`config.mk`:
```
export PLATFORM = sky130hd
export DESIGN_NAME = uart_rx_fsm
export DESIGN_NICKNAME = d
export VERILOG_FILES = /design/src/rtl/uart_rx_fsm.sv
export SDC_FILE = /design/constraint.sdc
export NUM_CORES = 1
export LEC_CHECK = 0
export ABC_AREA = 1
export BUFFER_PORTS_ARGS = -buffer_cell sky130_fd_sc_hd__buf_2
export CAP_MARGIN = 20
export CELL_PAD_IN_SITES_DETAIL_PLACEMENT = 1
export CELL_PAD_IN_SITES_GLOBAL_PLACEMENT = 1
export CORE_MARGIN = 5
export CORE_UTILIZATION = 41
export CTS_CLUSTER_SIZE = 40
export DETAILED_ROUTE_END_ITERATION = 12
export GPL_TIMING_DRIVEN = 0
export PLACE_DENSITY_LB_ADDON = 0.1
export SLEW_MARGIN = 20
export SYNTH_ARGS = -nofsm -noshare
export SYNTH_HDL_FRONTEND = slang
export SYNTH_SLANG_ARGS = --single-unit
export TNS_END_PERCENT = 100
```
`constraint.sdc`:
```
create_clock -name clk -period 1.6 [get_ports clk]
set_input_delay 0.16 -clock clk [delete_from_list [all_inputs] [get_ports clk]]
set_output_delay 0.16 -clock clk [all_outputs]
set_load 0.01 [all_outputs]
```
`src/rtl/uart_rx_fsm.sv`:
```
// UART receive frame controller: start detection, bit timing, deserialization,
// parity/stop checking and a one-cycle strobe per received byte or error.
//
// state  | meaning
// -------+--------------------------------------------------------------
// IDLE   | line idle, waiting for RX_IN low; sampler disabled
// START  | timing the start bit; a high vote means a glitch, not a frame
// DATA   | shifting DATA_WIDTH data bits in, LSB first
// PARITY | checking the parity bit against the received data
// STOP   | checking the stop bit; publishes the word if the frame is clean
module uart_rx_fsm #(
   parameter int DATA_WIDTH = 8
) (
   input  logic                  clk,
   input  logic                  reset,
   input  logic                  RX_IN,
   input  logic [4:0]            Prescale,
   input  logic                  PAR_EN,
   input  logic                  PAR_TYP,
   input  logic                  sampled_bit,
   output logic                  data_samp_en,
   output logic [4:0]            edge_cnt,
   output logic [DATA_WIDTH-1:0] P_DATA,
   output logic                  data_valid,
   output logic                  par_err,
   output logic                  stp_err,
   output logic                  strt_glitch
);

   localparam int BCW = (DATA_WIDTH > 1) ? $clog2(DATA_WIDTH) : 1;
   localparam logic [BCW-1:0] LAST_BIT = BCW'(DATA_WIDTH - 1);

   typedef enum logic [2:0] {
      IDLE   = 3'd0,
      START  = 3'd1,
      DATA   = 3'd2,
      PARITY = 3'd3,
      STOP   = 3'd4
   } state_t;

   state_t                state, state_nxt;
   logic [4:0]            edge_nxt;
   logic [BCW-1:0]        bit_cnt, bit_nxt;
   logic [DATA_WIDTH-1:0] shift_reg, shift_nxt;
   logic [DATA_WIDTH-1:0] p_data_nxt;
   logic                  par_en_q, par_en_nxt;
   logic                  par_typ_q, par_typ_nxt;
   logic                  err_q, err_nxt;
   logic                  samp_en_nxt;
   logic                  dv_nxt, pe_nxt, se_nxt, sg_nxt;
   logic                  last_edge;
   logic                  exp_par;

   // Only the final oversampling edge of a bit consumes the sampler vote.
   assign last_edge = (edge_cnt == (Prescale - 5'd1));
   assign exp_par   = (^shift_reg) ^ par_typ_q;

   // State, counters, datapath and registered outputs.
   always_ff @(posedge clk or posedge reset) begin
      if (reset) begin
         state        <= IDLE;
         edge_cnt     <= 5'd0;
         bit_cnt      <= '0;
         shift_reg    <= '0;
         par_en_q     <= 1'b0;
         par_typ_q    <= 1'b0;
         err_q        <= 1'b0;
         P_DATA       <= '0;
         data_samp_en <= 1'b0;
         data_valid   <= 1'b0;
         par_err      <= 1'b0;
         stp_err      <= 1'b0;
         strt_glitch  <= 1'b0;
      end else begin
         state        <= state_nxt;
         edge_cnt     <= edge_nxt;
         bit_cnt      <= bit_nxt;
         shift_reg    <= shift_nxt;
         par_en_q     <= par_en_nxt;
         par_typ_q    <= par_typ_nxt;
         err_q        <= err_nxt;
         P_DATA       <= p_data_nxt;
         data_samp_en <= samp_en_nxt;
         data_valid   <= dv_nxt;
         par_err      <= pe_nxt;
         stp_err      <= se_nxt;
         strt_glitch  <= sg_nxt;
      end
   end

   // Next-state, bit timing and frame-check decisions.
   always_comb begin
      state_nxt   = state;
      edge_nxt    = 5'd0;
      bit_nxt     = bit_cnt;
      shift_nxt   = shift_reg;
      par_en_nxt  = par_en_q;
      par_typ_nxt = par_typ_q;
      err_nxt     = err_q;
      p_data_nxt  = P_DATA;
      dv_nxt      = 1'b0;
      pe_nxt      = 1'b0;
      se_nxt      = 1'b0;
      sg_nxt      = 1'b0;

      if ((state != IDLE) && !last_edge) begin
         edge_nxt = edge_cnt + 5'd1;
      end

      unique case (state)
         IDLE: begin
            if (!RX_IN) begin
               state_nxt   = START;
               par_en_nxt  = PAR_EN;
               par_typ_nxt = PAR_TYP;
               err_nxt     = 1'b0;
               bit_nxt     = '0;
            end
         end
         START: begin
            if (last_edge) begin
               if (sampled_bit) begin
                  sg_nxt    = 1'b1;
                  state_nxt = IDLE;
               end else begin
                  bit_nxt   = '0;
                  state_nxt = DATA;
               end
            end
         end
         DATA: begin
            if (last_edge) begin
               shift_nxt = {sampled_bit, shift_reg[DATA_WIDTH-1:1]};
               if (bit_cnt == LAST_BIT) begin
                  bit_nxt   = '0;
                  state_nxt = par_en_q ? PARITY : STOP;
               end else begin
                  bit_nxt = bit_cnt + 1'b1;
               end
            end
         end
         PARITY: begin
            if (last_edge) begin
               if (sampled_bit != exp_par) begin
                  pe_nxt  = 1'b1;
                  err_nxt = 1'b1;
               end
               state_nxt = STOP;
            end
         end
         STOP: begin
            if (last_edge) begin
               if (!sampled_bit) begin
                  se_nxt = 1'b1;
               end else if (!err_q) begin
                  p_data_nxt = shift_reg;
                  dv_nxt     = 1'b1;
               end
               state_nxt = IDLE;
            end
         end
         default: begin
            state_nxt = IDLE;
         end
      endcase

      samp_en_nxt = (state_nxt != IDLE);
   end

endmodule

```
==> impl_metrics.tcl <==
set metrics [dict create \
    ys_ff_latch 35 \
    slowest_stage "dfrtp_1" \
    p_leak_nw 1.26 \
    hp-class "primary input to async pin" \
    clock_skew_ns 0.00488 \
    path_cells "nor2_2, nand2_1, nor3_1, nand3_4, buf_8, nand2_2, o21ai_1" \
    relSlewSlack 0.506 \
    grt_pass1_vias 1597 \
    design_area_um2 2400 \
    ff2ff_setup_slack_ns -0.03 \
    initial_core_util 0.424 \
    drtIter0Drc 49 \
    dpl_cell_area_um2 2060 \
    wirelength_mm 4.58 \
    postSynthCellCount 226 \
    timing.rr.end "P_DATA[1]" \
    rows 24 \
    power.share.sequential 0.400 \
    grt_use_total 0.145 \
    setup_violations 8 \
    first_pass_iters 4 \
    path_delay_family "simple AND/OR/NAND/NOR gates" \
    hold_viol_final 0 \
    p_per_area_nw_per_um2 1270 \
    arrival_ns 1.80 \
    slowest_delay_ns 0.47 \
    worst_slew_pin_slew_ns 0.740 \
    grt_pass1_wl_mm 7.04 \
    vdd_ir_drop_max_uv 493 \
    clkSinkCount 35 \
    clk_path_buf_depth 2 \
    vias 1577 \
    drv_slew 0 \
    overflow 0 \
    timing.fmax_mhz 614 \
    routed_via_density 4.84 \
    period_minus_slack_ns 1.63 \
    worst-setup-path-type "flip-flop to flip-flop" \
    syn_nets 241 \
    h-tree-depth 2 \
    synthToLayoutAreaGrowth_pct 29.2 \
    yosys_warnings 0 \
    period_share 1.02 \
    dp_worst_setup_slack_ns -0.163 \
    cp-end-kind "flip-flop" \
    antennaDiodeCount 0 \
    intPower_mw 1.89 \
    cts_hold_buffers 0 \
    ant_nets 0 \
    antenna_found_initial 0 \
    io_buffers 28 \
    cap_violations 0 \
    comb_power_share 0.372 \
    violations "negative setup slack" \
    die_area_um2 5970 \
    ys_types 25 \
    p_switching_mw 1.16 \
    fin_cells 326 \
    cp_data_required_time_ns 1.77 \
    die_y_um 77.3 \
    crit_buf_inv 1 \
    drive_gt1_frac 0.350 \
    gp_congestion 0.778 \
    drc 0 \
    fin_total_pwr_mw 3.05 \
    clkLatencyLatePin_ns 0.28 \
    ys_seq_area_frac 0.472 \
    fin_nets 288 \
    root_buffer "clkbuf_8" \
    rsz0062_at_grt "true" \
    clk_pin_slew_worst_paths_ns 0.07 \
    netSwitchingFraction 0.381 \
    synth_area_um2 1860 \
    num_io_pins 29 \
    avgRoutedWirePerCell_um 14.0 \
    status "finished with violations" \
    grt_max_degree 36 \
    clkPwrFrac 0.229 \
    dpl.hpwl_mm 3.07 \
    r2r-start "state[0]" \
    r2r_cells 7 \
    numCtsBuffers 5 \
    worst_slack_ns -0.0285 \
    worstPathMaxFanout 5 \
    design.core.area_um2 4380 \
    cts_tree "built" \
    syn_area_per_cell_um2 8.22 \
    cp-start-kind "flip-flop" \
    fp.dieW_um 77.3 \
    dp_cells 306 \
]
per-stage QoR:
stage	hold WS, ns	utilization	TNS (ns)
after global routing	0.0772	0.547	-2.31
after global placement	0.367	0.470	-2.08
after detailed placement	0.353	0.470	-2.46
after floorplan	0.233	-	0
after CTS	0.0430	0.495	0
final	0.00613	0.547	-0.117
cells in the mapped netlist, drive strengths merged:
master | count | area, um^2
nand4 | 1 | 6.26
nand3b | 1 | 7.51
buf | 2 | 22.5
dfrtp | 35 | 876
o21ai | 20 | 130
xnor2 | 5 | 43.8
xor2 | 5 | 43.8
nand2 | 73 | 292
ha | 4 | 50.1
nor3b | 1 | 7.51
nor3 | 3 | 15.0
nor2 | 27 | 130
inv | 35 | 131
nand3 | 12 | 85.1
a211oi | 1 | 7.51
a21oi | 1 | 8.76
how the worst max path moves through the flow:
stage                            from      endpoint  slack [ns]  cells after the start
after floorplan           Prescale[0]  shift_reg[7]        0.13                     12
after global placement    Prescale[0]  shift_reg[7]       -0.15                     13
after detailed placement  Prescale[0]  data_samp_en       -0.16                     14
after CTS                 edge_cnt[3]  shift_reg[7]       0.006                     10
after global routing      edge_cnt[1]  shift_reg[1]       -0.13                     10
final                        state[0]     P_DATA[1]       -0.03                      7
worst register-to-register path, cell delays in order (launching register included):
cell and delay, ns:
dfrtp_1 0.47, nor2_2 0.17, nand2_1 0.12, nor3_1 0.30, nand3_4 0.18, buf_8 0.18
nand2_2 0.05, o21ai_1 0.06
power by group through the flow:
stage / sequential (mW) / clock, mW / combinational, mW
2_1_floorplan: 1.24 / 0 / 0.715
3_3_place_gp: 1.22 / 0 / 0.965
3_5_place_dp: 1.24 / 0 / 0.992
4_1_cts: 1.21 / 0.724 / 1.03
5_1_grt: 1.24 / 0.773 / 1.27
6_report: 1.22 / 0.697 / 1.13
area by class of cell:
| class | count | area (um^2) |
|---|---|---|
| plain buffers | 2 | 35.0 |
| clock buffers | 8 | 100 |
| fillers | 537 | 1990 |
| inverters | 35 | 131 |
| multi-input cells | 154 | 903 |
| flip-flops and latches | 35 | 877 |
| well taps | 52 | 65.1 |
| repair buffers | 40 | 287 |
cells by family after synthesis:
kind of cell	after synthesis	share of synthesized area
and+or+nand+nor	118	0.292
buffers and inverters	37	0.0829
DFF	35	0.472
AOI/OAI and AO/OA	22	0.0788
xor gates and xnor gates	10	0.0472
adders and majority gates	4	0.0270
cell usage in the layout, fill, tap and decap left out, types with 5 or more instances in the layout:
cell type  count
buf_2         29
buf_4          5
clkbuf_8       7
dfrtp_1       34
inv_1         32
nand2_1       54
nand2_2       15
nand3_1       10
nor2_1        17
nor2_2         8
o21ai_1        6
o21ai_2       11
xnor2_1        5
xor2_1         5
per-layer routing:
layer  up-vias  GRT usage  share of wire
met4         0     0.0361         0.0096
met2        21      0.247           0.51
met5         -          0              0
li1        790          -              -
met3         6     0.0422          0.034
met1       760      0.178           0.44
timing repair:
item                                    in CTS  in global routing
gates resized for setup                      0                 35
endpoints found under the hold margin        0                  0
pin swaps                                    0                 13
setup buffers                                1                  9
endpoints found under the setup margin       3                 24
gates cloned                                 0                  2
Note: power is estimated with default switching activity, not from simulation.
